--- src/rtl/seven_seg_scanner.sv ---
// Time-multiplexed common-anode 7-segment scanner with per-frame snapshot,
// blank/blink/dp masks, leading-zero suppression and PWM brightness.
module seven_seg_scanner #(
    parameter int N_DIGITS    = 8,
    parameter int REFRESH_DIV = 131072,
    parameter int BLINK_DIV   = 64,
    parameter int BRIGHT_W    = 3
) (
    input  logic                  clk,
    input  logic                  rst_n,
    input  logic [4*N_DIGITS-1:0] digits,
    input  logic [N_DIGITS-1:0]   blank_mask,
    input  logic [N_DIGITS-1:0]   blink_mask,
    input  logic [N_DIGITS-1:0]   dp_mask,
    input  logic                  lzs_en,
    input  logic [BRIGHT_W-1:0]   bright,
    output logic [6:0]            seg_n,
    output logic                  dp_n,
    output logic [N_DIGITS-1:0]   anode_n,
    output logic                  frame_start
);

    localparam int PRE_W = (REFRESH_DIV > 1) ? $clog2(REFRESH_DIV) : 1;
    localparam int IDX_W = $clog2(N_DIGITS);
    localparam int BLK_W = (BLINK_DIV > 1) ? $clog2(BLINK_DIV) : 1;

    localparam logic [PRE_W-1:0] PRE_LAST = PRE_W'(REFRESH_DIV - 1);
    localparam logic [IDX_W-1:0] IDX_LAST = IDX_W'(N_DIGITS - 1);
    localparam logic [BLK_W-1:0] BLK_LAST = BLK_W'(BLINK_DIV - 1);

    logic [PRE_W-1:0]    pre_cnt;
    logic [IDX_W-1:0]    idx;
    logic [BLK_W-1:0]    blink_cnt;
    logic                blink_phase;
    logic [BRIGHT_W-1:0] pwm_cnt;
    logic                tick;
    logic                wrap;

    logic [3:0]          shadow_digit [N_DIGITS];
    logic [N_DIGITS-1:0] shadow_blank;
    logic [N_DIGITS-1:0] shadow_blink;
    logic [N_DIGITS-1:0] shadow_dp;
    logic                shadow_lzs;

    logic [N_DIGITS-1:0] suppressed;
    logic                zero_run;
    logic                lit_pwm;
    logic                dark;
    logic [3:0]          cur_digit;
    logic [N_DIGITS-1:0] anode_sel;

    function automatic logic [6:0] decode(input logic [3:0] value);
        logic [6:0] pattern;
        case (value)
            4'h0:    pattern = 7'h01;
            4'h1:    pattern = 7'h4F;
            4'h2:    pattern = 7'h12;
            4'h3:    pattern = 7'h06;
            4'h4:    pattern = 7'h4C;
            4'h5:    pattern = 7'h24;
            4'h6:    pattern = 7'h20;
            4'h7:    pattern = 7'h0F;
            4'h8:    pattern = 7'h00;
            4'h9:    pattern = 7'h04;
            4'hA:    pattern = 7'h08;
            4'hB:    pattern = 7'h60;
            4'hC:    pattern = 7'h31;
            4'hD:    pattern = 7'h42;
            4'hE:    pattern = 7'h30;
            default: pattern = 7'h38;
        endcase
        return pattern;
    endfunction

    assign tick = (pre_cnt == PRE_LAST);
    assign wrap = tick && (idx == IDX_LAST);

    always_ff @(posedge clk or negedge rst_n) begin
        if (!rst_n) begin
            pre_cnt <= '0;
        end else if (tick) begin
            pre_cnt <= '0;
        end else begin
            pre_cnt <= pre_cnt + PRE_W'(1);
        end
    end

    always_ff @(posedge clk or negedge rst_n) begin
        if (!rst_n) begin
            idx <= '0;
        end else if (tick) begin
            idx <= wrap ? '0 : idx + IDX_W'(1);
        end
    end

    // PWM restarts at every slot so each digit gets the same on-time window.
    always_ff @(posedge clk or negedge rst_n) begin
        if (!rst_n) begin
            pwm_cnt <= '0;
        end else if (tick) begin
            pwm_cnt <= '0;
        end else begin
            pwm_cnt <= pwm_cnt + BRIGHT_W'(1);
        end
    end

    always_ff @(posedge clk or negedge rst_n) begin
        if (!rst_n) begin
            blink_cnt   <= '0;
            blink_phase <= 1'b0;
        end else if (wrap) begin
            if (blink_cnt == BLK_LAST) begin
                blink_cnt   <= '0;
                blink_phase <= ~blink_phase;
            end else begin
                blink_cnt <= blink_cnt + BLK_W'(1);
            end
        end
    end

    // Shadow blank resets to all ones so nothing lights before the first snapshot.
    always_ff @(posedge clk or negedge rst_n) begin
        if (!rst_n) begin
            for (int i = 0; i < N_DIGITS; i++) begin
                shadow_digit[i] <= 4'h0;
            end
            shadow_blank <= '1;
            shadow_blink <= '0;
            shadow_dp    <= '0;
            shadow_lzs   <= 1'b0;
            frame_start  <= 1'b0;
        end else begin
            frame_start <= wrap;
            if (wrap) begin
                for (int i = 0; i < N_DIGITS; i++) begin
                    shadow_digit[i] <= digits[4*i +: 4];
                end
                shadow_blank <= blank_mask;
                shadow_blink <= blink_mask;
                shadow_dp    <= dp_mask;
                shadow_lzs   <= lzs_en;
            end
        end
    end

    // A digit is a leading zero while every digit to its left is also zero.
    always_comb begin
        zero_run   = 1'b1;
        suppressed = '0;
        for (int i = 0; i < N_DIGITS - 1; i++) begin
            zero_run      = zero_run & (shadow_digit[i] == 4'h0);
            suppressed[i] = shadow_lzs & zero_run;
        end
    end

    always_comb begin
        lit_pwm   = (&bright) || (pwm_cnt < bright);
        cur_digit = shadow_digit[idx];
        dark      = shadow_blank[idx]
                  | (shadow_blink[idx] & blink_phase)
                  | suppressed[idx]
                  | ~lit_pwm;
        anode_sel = '1;
        for (int i = 0; i < N_DIGITS; i++) begin
            if (idx == IDX_W'(i)) begin
                anode_sel[N_DIGITS-1-i] = 1'b0;
            end
        end
    end

    always_ff @(posedge clk or negedge rst_n) begin
        if (!rst_n) begin
            seg_n   <= 7'h7F;
            dp_n    <= 1'b1;
            anode_n <= '1;
        end else if (dark) begin
            seg_n   <= 7'h7F;
            dp_n    <= 1'b1;
            anode_n <= '1;
        end else begin
            seg_n   <= decode(cur_digit);
            dp_n    <= ~shadow_dp[idx];
            anode_n <= anode_sel;
        end
    end

endmodule
--- config.mk ---
export PLATFORM = sky130hd
export DESIGN_NAME = seven_seg_scanner
export DESIGN_NICKNAME = d
export VERILOG_FILES = /design/src/rtl/seven_seg_scanner.sv
export SDC_FILE = /design/constraint.sdc
export NUM_CORES = 1
export LEC_CHECK = 0
export CELL_PAD_IN_SITES_DETAIL_PLACEMENT = 1
export CELL_PAD_IN_SITES_GLOBAL_PLACEMENT = 1
export CORE_UTILIZATION = 40
export CTS_BUF_LIST = sky130_fd_sc_hd__clkbuf_16
export DETAILED_ROUTE_END_ITERATION = 6
export PLACE_DENSITY_LB_ADDON = 0.1
export SYNTH_ARGS = -nofsm -noshare
export SYNTH_HDL_FRONTEND = slang
export SYNTH_SLANG_ARGS = --single-unit
export TNS_END_PERCENT = 50
--- constraint.sdc ---
create_clock -name clk -period 6 [get_ports clk]
set_input_delay 0.6 -clock clk [delete_from_list [all_inputs] [get_ports clk]]
set_output_delay 0.6 -clock clk [all_outputs]
set_load 0.02 [all_outputs]
# Yosys cells after proc, flatten, opt, wreduce, memory -nomap -nowiden

Memories as Yosys holds them, arrays and structs flattened.
Cells that the tools add are included.
W data, S select, Z words.

Memories: 1
Latch bits: 0
Output and inout port bits: 17
Register bits: 104
Memory bits (read-only): 112
Bits in writable memories: 0

Shifts and indexed selects: 0
$mul: 0
Equality and inequality tests: 9
Muxes and demuxes: 26
Order comparisons: 3
Div/mod/pow operators: 0
Reductions and logical operators: 12
Add/sub/neg operators: 4
Bitwise operators: 21

Memory list:

| memory          | depth | width | rd ports | clocked after memory_dff | write ports | RTL line | source |
|---|---|---|---|---|---|---|---|
| (no name shown) | 16    | 7     | 1        | 0                        | 0           | 54       | `case (value)` |

Operator list:

| cell                    | number |
|---|---|
| $logic_not A4 Y1        | 7 |
| $add A17 B1 Y17 const B | 1 |
| $eq A17 B17 Y1 const B  | 1 |
| $mux W17                | 1 |
| $and A1 B1 Y1           | 14 |
| $mux W1                 | 13 |
| $bmux W1 S3             | 4 |
| $bmux W4 S3             | 1 |
| $eq A3 B3 Y1 const B    | 4 |
| $mux W4                 | 2 |
| $mux W8                 | 1 |
| $mux W7                 | 1 |
| $add A3 B1 Y3 const B   | 2 |
| $add A6 B1 Y6 const B   | 1 |
| $eq A3 B2 Y1 const B    | 2 |
| $eq A6 B6 Y1 const B    | 1 |
| $mux W3                 | 2 |
| $mux W6                 | 1 |
| $ge A4 B4 Y1 const B    | 1 |
| $lt A3 B4 Y1 const B    | 1 |
| $not A3 Y4              | 1 |
| $eq A3 B1 Y1 const B    | 1 |
| $logic_not A3 Y1        | 1 |
| $lt A3 B3 Y1            | 1 |
| 6 further kinds         | 10 |

# Depth between registers and ports, before layout

Depth after elaboration: 13
Depth in mapped cells: 11
Depth with buffers taken out: 9

# Least setup slack after synthesis

OpenSTA, ideal clock, no wires.

Path kind: register -> register
Start point: register pre_cnt[0]
End point: register shadow_blink[0]
Buffers on the path: 3
Arrival: 2.504 ns
Setup slack: 3.372 ns
Cell stages (with the launch flop): 11
Library setup time: 0.125 ns
Cells stage by stage: dfrtp_1 -> ha_1 -> and4_1 -> nand4_1 -> nor2_1 -> ha_1 -> clkbuf_1 -> and2_1 -> clkbuf_1 -> clkbuf_1 -> mux2_2

Longest elaborated chain between the ends: 2

RTL lines:

| item                     | RTL line | source |
|---|---|---|
| start: declaration       | 31       | `logic [PRE_W-1:0] pre_cnt;` |
| start signal: assignment | 84       | `pre_cnt <= pre_cnt + PRE_W'(1);` |
| $eq A17 B17 Y1           | 75       | `assign tick = (pre_cnt == PRE_LAST);` |
| $logic_and A1 B1 Y1      | 76       | `assign wrap = tick && (idx == IDX_LAST);` |
| end signal: assignment   | 139      | `shadow_blink <= blink_mask;` |
| end: declaration         | 41       | `logic [N_DIGITS-1:0] shadow_blink;` |

Every way passes these cells.
A chain may end at the register's enable or synchronous reset.

# Worst setup path in the final report

Start point: register pre_cnt[0]
End point: register shadow_digit[14] in the netlist's numbering

Longest elaborated chain between the ends: 2

RTL lines:

| item                           | RTL line | source |
|---|---|---|
| $eq A17 B17 Y1                 | 75       |  |
| $logic_and A1 B1 Y1            | 76       |  |
| end signal: indexed assignment | 136      | `shadow_digit[i] <= digits[4*i +: 4];` |
| end: declaration               | 39       | `logic [3:0] shadow_digit [N_DIGITS];` |

Every way passes these cells.

==> run_results.csv <==
group,metric,value,unit
clocking,cts_sinks,104,
sta,grt_setup_unrepaired,"no",
setup_path,cpMostUsedCell,"ha_1",
floorplanning,die-area,12800,um^2
drt,ant_nets,0,
sta,fmax,263,MHz
setup_path,path_class,"reg -> reg",
drt,wl_per_cell,17.6,um
drt,wl,10700,um
yosys,synth_commonest_cells,"dfrtp_1, mux2_2, nor2_1",
clocking,clkTransAtPathRegs,0.06,ns
power,p_switching,0.000272,W
sta,max_slew_margin,33.7,%
clocking,numCtsBuffers,9,
drt,vias,3191,
setup_path,arrival,4.03,ns
drt,drc,1,
sta,fin_skew,0.00470,ns
layout,antennaDiodeCount,0,
setup_path,rr_worst_depth,8,
yosys,syn-mean-instance-area,13.0,um^2
setup_path,cpMaxStageDelayCell,"and2_2",
drt,vias_per_cell,5.27,
setup_path,rr_endpoint,"shadow_digit[14]$_DFFE_PN0P_",
sta,tns,0,ns
clocking,post_cts_buffers,0,
yosys,async_flop_share,100,%
yosys,synthCells,380,
clocking,clk_latency,0.35,ns
yosys,seq_area_frac_synth,53.4,%
setup_path,crit_fanout,45,
run_status,failed_checks,"design-rule violations",
power,p_clk_share,40.2,%
yosys,ys_dominant_reg_cell,"dfrtp_1",
layout,fillCellCount,1250,
sta,hold_viol,0,
grt,grt_max_degree,70,
floorplanning,start_util,41.0,%
power,leakagePower,2.65,nW
drt,wl_met2,5510,um
drt,initialDrtViolationCount,97,
clocking,cts_tree,"done",
yosys,yosysMostFrequentCell,"dfrtp_1",
layout,final_cells,606,
yosys,ys_seq_elements,104,
sta,drv_slew,0,
setup_path,startpoint_type,"flop",
placement,hpwl,7540,um
clocking,cts-root-buf,"clkbuf_16",
run,max_cap_violations,0,
setup_path,path_depth,8,
clocking,h-tree-depth,3,
grt,grt-ovfl-total,0,
yosys,synth_edf_count,0,
sta,fin_crit_sh,63.3,%
drt,drt-met1-wl,4660,um
power,pwr-share-seq,54.7,%
power,p_comb_share,5.2,%
floorplanning,rows,40,
grt,antenna_found_initial,0,
layout,syn_to_final_growth,22.7,%
yosys,syn_nets,460,
setup_path,r2r_slack,2.20,ns
yosys,ys_types,44,
layout,drive_gt1_share,25.1,%
drt,wl_met3,412,um
layout,fin_nets,534,
run_status,status,"finished, violations left",
setup_path,crit_required,6.23,ns
power,pwr_density_cell,213,nW/um^2
setup_path,cp-startpoint,"pre_cnt[0]$_DFF_PN0_",
floorplanning,die-height,113,um
grt,grt_pass1_vias,3468,
setup_path,path_cells,"ha_1, and4_1, nand4_1, nor2_1, ha_1, and2_2, buf_4, mux2_2",
yosys,synth_largest_area_cell,"dfrtp_1",
grt,grt_pass1_wl,18000,um
clocking,clock_path_buffers,2,
clocking,ctsResizeCount,0,
placement,portBuffers,78,
floorplanning,io_pins,79,
clocking,cts_hold_buf,0,
setup_path,critPathCaptureType,"flop",
setup_path,crit_buf_inv,1,
yosys,yosysTopAreaCellShare,40.6,%
drt,first_pass_iters,6,
placement,dp_cells,590,
placement,place_congestion,0.764,
floorplanning,die_w,113,um
min_path,hp-class,"in -> async",
setup_path,crit_path_end,"shadow_digit[14]$_DFFE_PN0P_",
yosys,yosysWarnings,0,
setup_path,cpLargestDelayFamily,"simple AND/OR/NAND/NOR gates",
drt,dr.max_layer_used,"met4",
power,peakVddDrop,0.129,mV
setup_path,worstReg2RegStart,"pre_cnt[0]$_DFF_PN0_",
power,cellInternalPower,0.00102,W
grt,grt_usage,18.6,%
floorplanning,coreArea,12000,um^2
yosys,synthesis.area,4930,um^2
setup_path,max_stage_delay,0.95,ns
sta,min_period,3.80,ns
sta,tightest_slew,0.994,ns
yosys,synthTopCellsByArea,"dfrtp_1, mux2_2, dfstp_2",
sta,setup_viol,0,
power,sw_frac_of_total,21.1,%
[power by group through the flow]
stage,Sequential [W],Combinational (W),Clock (W)
after global placement,0.000718,0.0000684,0
after detailed placement,0.000718,0.0000683,0
after CTS,0.000705,0.0000687,0.000542
after floorplan,0.000721,0.00000542,0
final,0.000705,0.0000666,0.000519
after global routing,0.000705,0.0000733,0.000567
[cells in the final DEF (no fill, tap or decap), types with 8 or more instances in the layout]
cell type,netlist,routed
dfrtp_1,80,80
clkdlybuf4s50_1,0,77
mux2_2,58,58
nor2_1,26,26
dfstp_2,24,24
nand2_1,22,22
mux2i_1,19,19
ha_1,18,18
nand3_1,17,17
mux4_2,10,10
xor2_1,10,10
a21oi_1,9,9
xnor2_1,9,9
clkbuf_16,0,9
inv_1,7,8
o21ai_0,8,8
[sequential cells by signal, indices dropped and copies added, names as in the netlist]
name          cells
shadow_digit     32
pre_cnt          17
anode_n           8
shadow_blank      8
shadow_blink      8
shadow_dp         8
seg_n             7
blink_cnt         6
idx               3
pwm_cnt           3
blink_phase       1
dp_n              1
frame_start       1
shadow_lzs        1
[worst min path at each step]
stage                              endpoint  slack [ns]
6_report       shadow_digit[28]$_DFFE_PN0P_        0.20
3_5_place_dp           pwm_cnt[0]$_DFF_PN0_        0.45
4_1_cts        shadow_digit[28]$_DFFE_PN0P_        0.21
2_1_floorplan      blink_cnt[0]$_DFFE_PN0P_        0.30
3_3_place_gp           pwm_cnt[0]$_DFF_PN0_        0.44
5_1_grt        shadow_digit[28]$_DFFE_PN0P_        0.23
[cells by family after synthesis]
kind of cell	after synthesis	share of synthesized area (%)
mux	90	22.5
simple gates	93	9.09
fa+ha+maj	18	4.57
buf+inv	27	3.15
flops	104	53.4
compound gates	29	3.84
xor+xnor	19	3.38
[metrics by stage]
step                      total power [W]  cell area (um^2)  util (%)  hold slack (ns)  setup slack, ns
after global placement           0.000786              5790      48.2            0.444             2.22
after CTS                         0.00132              6050      50.3            0.206             2.13
after global routing              0.00134              6050      50.3            0.231             1.85
after floorplan                  0.000726              4930         -            0.304             3.37
after detailed placement         0.000786              5790      48.2            0.447             2.16
final                             0.00129              6050      50.3            0.199             2.20
[layer usage]
layer / GRT usage, % / up-vias
met5: 0 / -
met4: 4.47 / 0
met3: 5.30 / 9
met2: 33.2 / 54
met1: 22.2 / 1633
li1: - / 1495
[cell type report]
cell class                      instances  area [um^2]  share of cell area, %
Clock buffer                            9          225                   3.73
Clock inverter                          7         30.0                  0.497
Inverter                                9         33.8                  0.559
Multi-Input combinational cell        249         2140                   35.4
Sequential cell                       104         2630                   43.5
Tap cell                              147          184                   3.04
Timing Repair Buffer                   81          801                   13.2
Note: power is estimated with default switching activity, not from simulation.
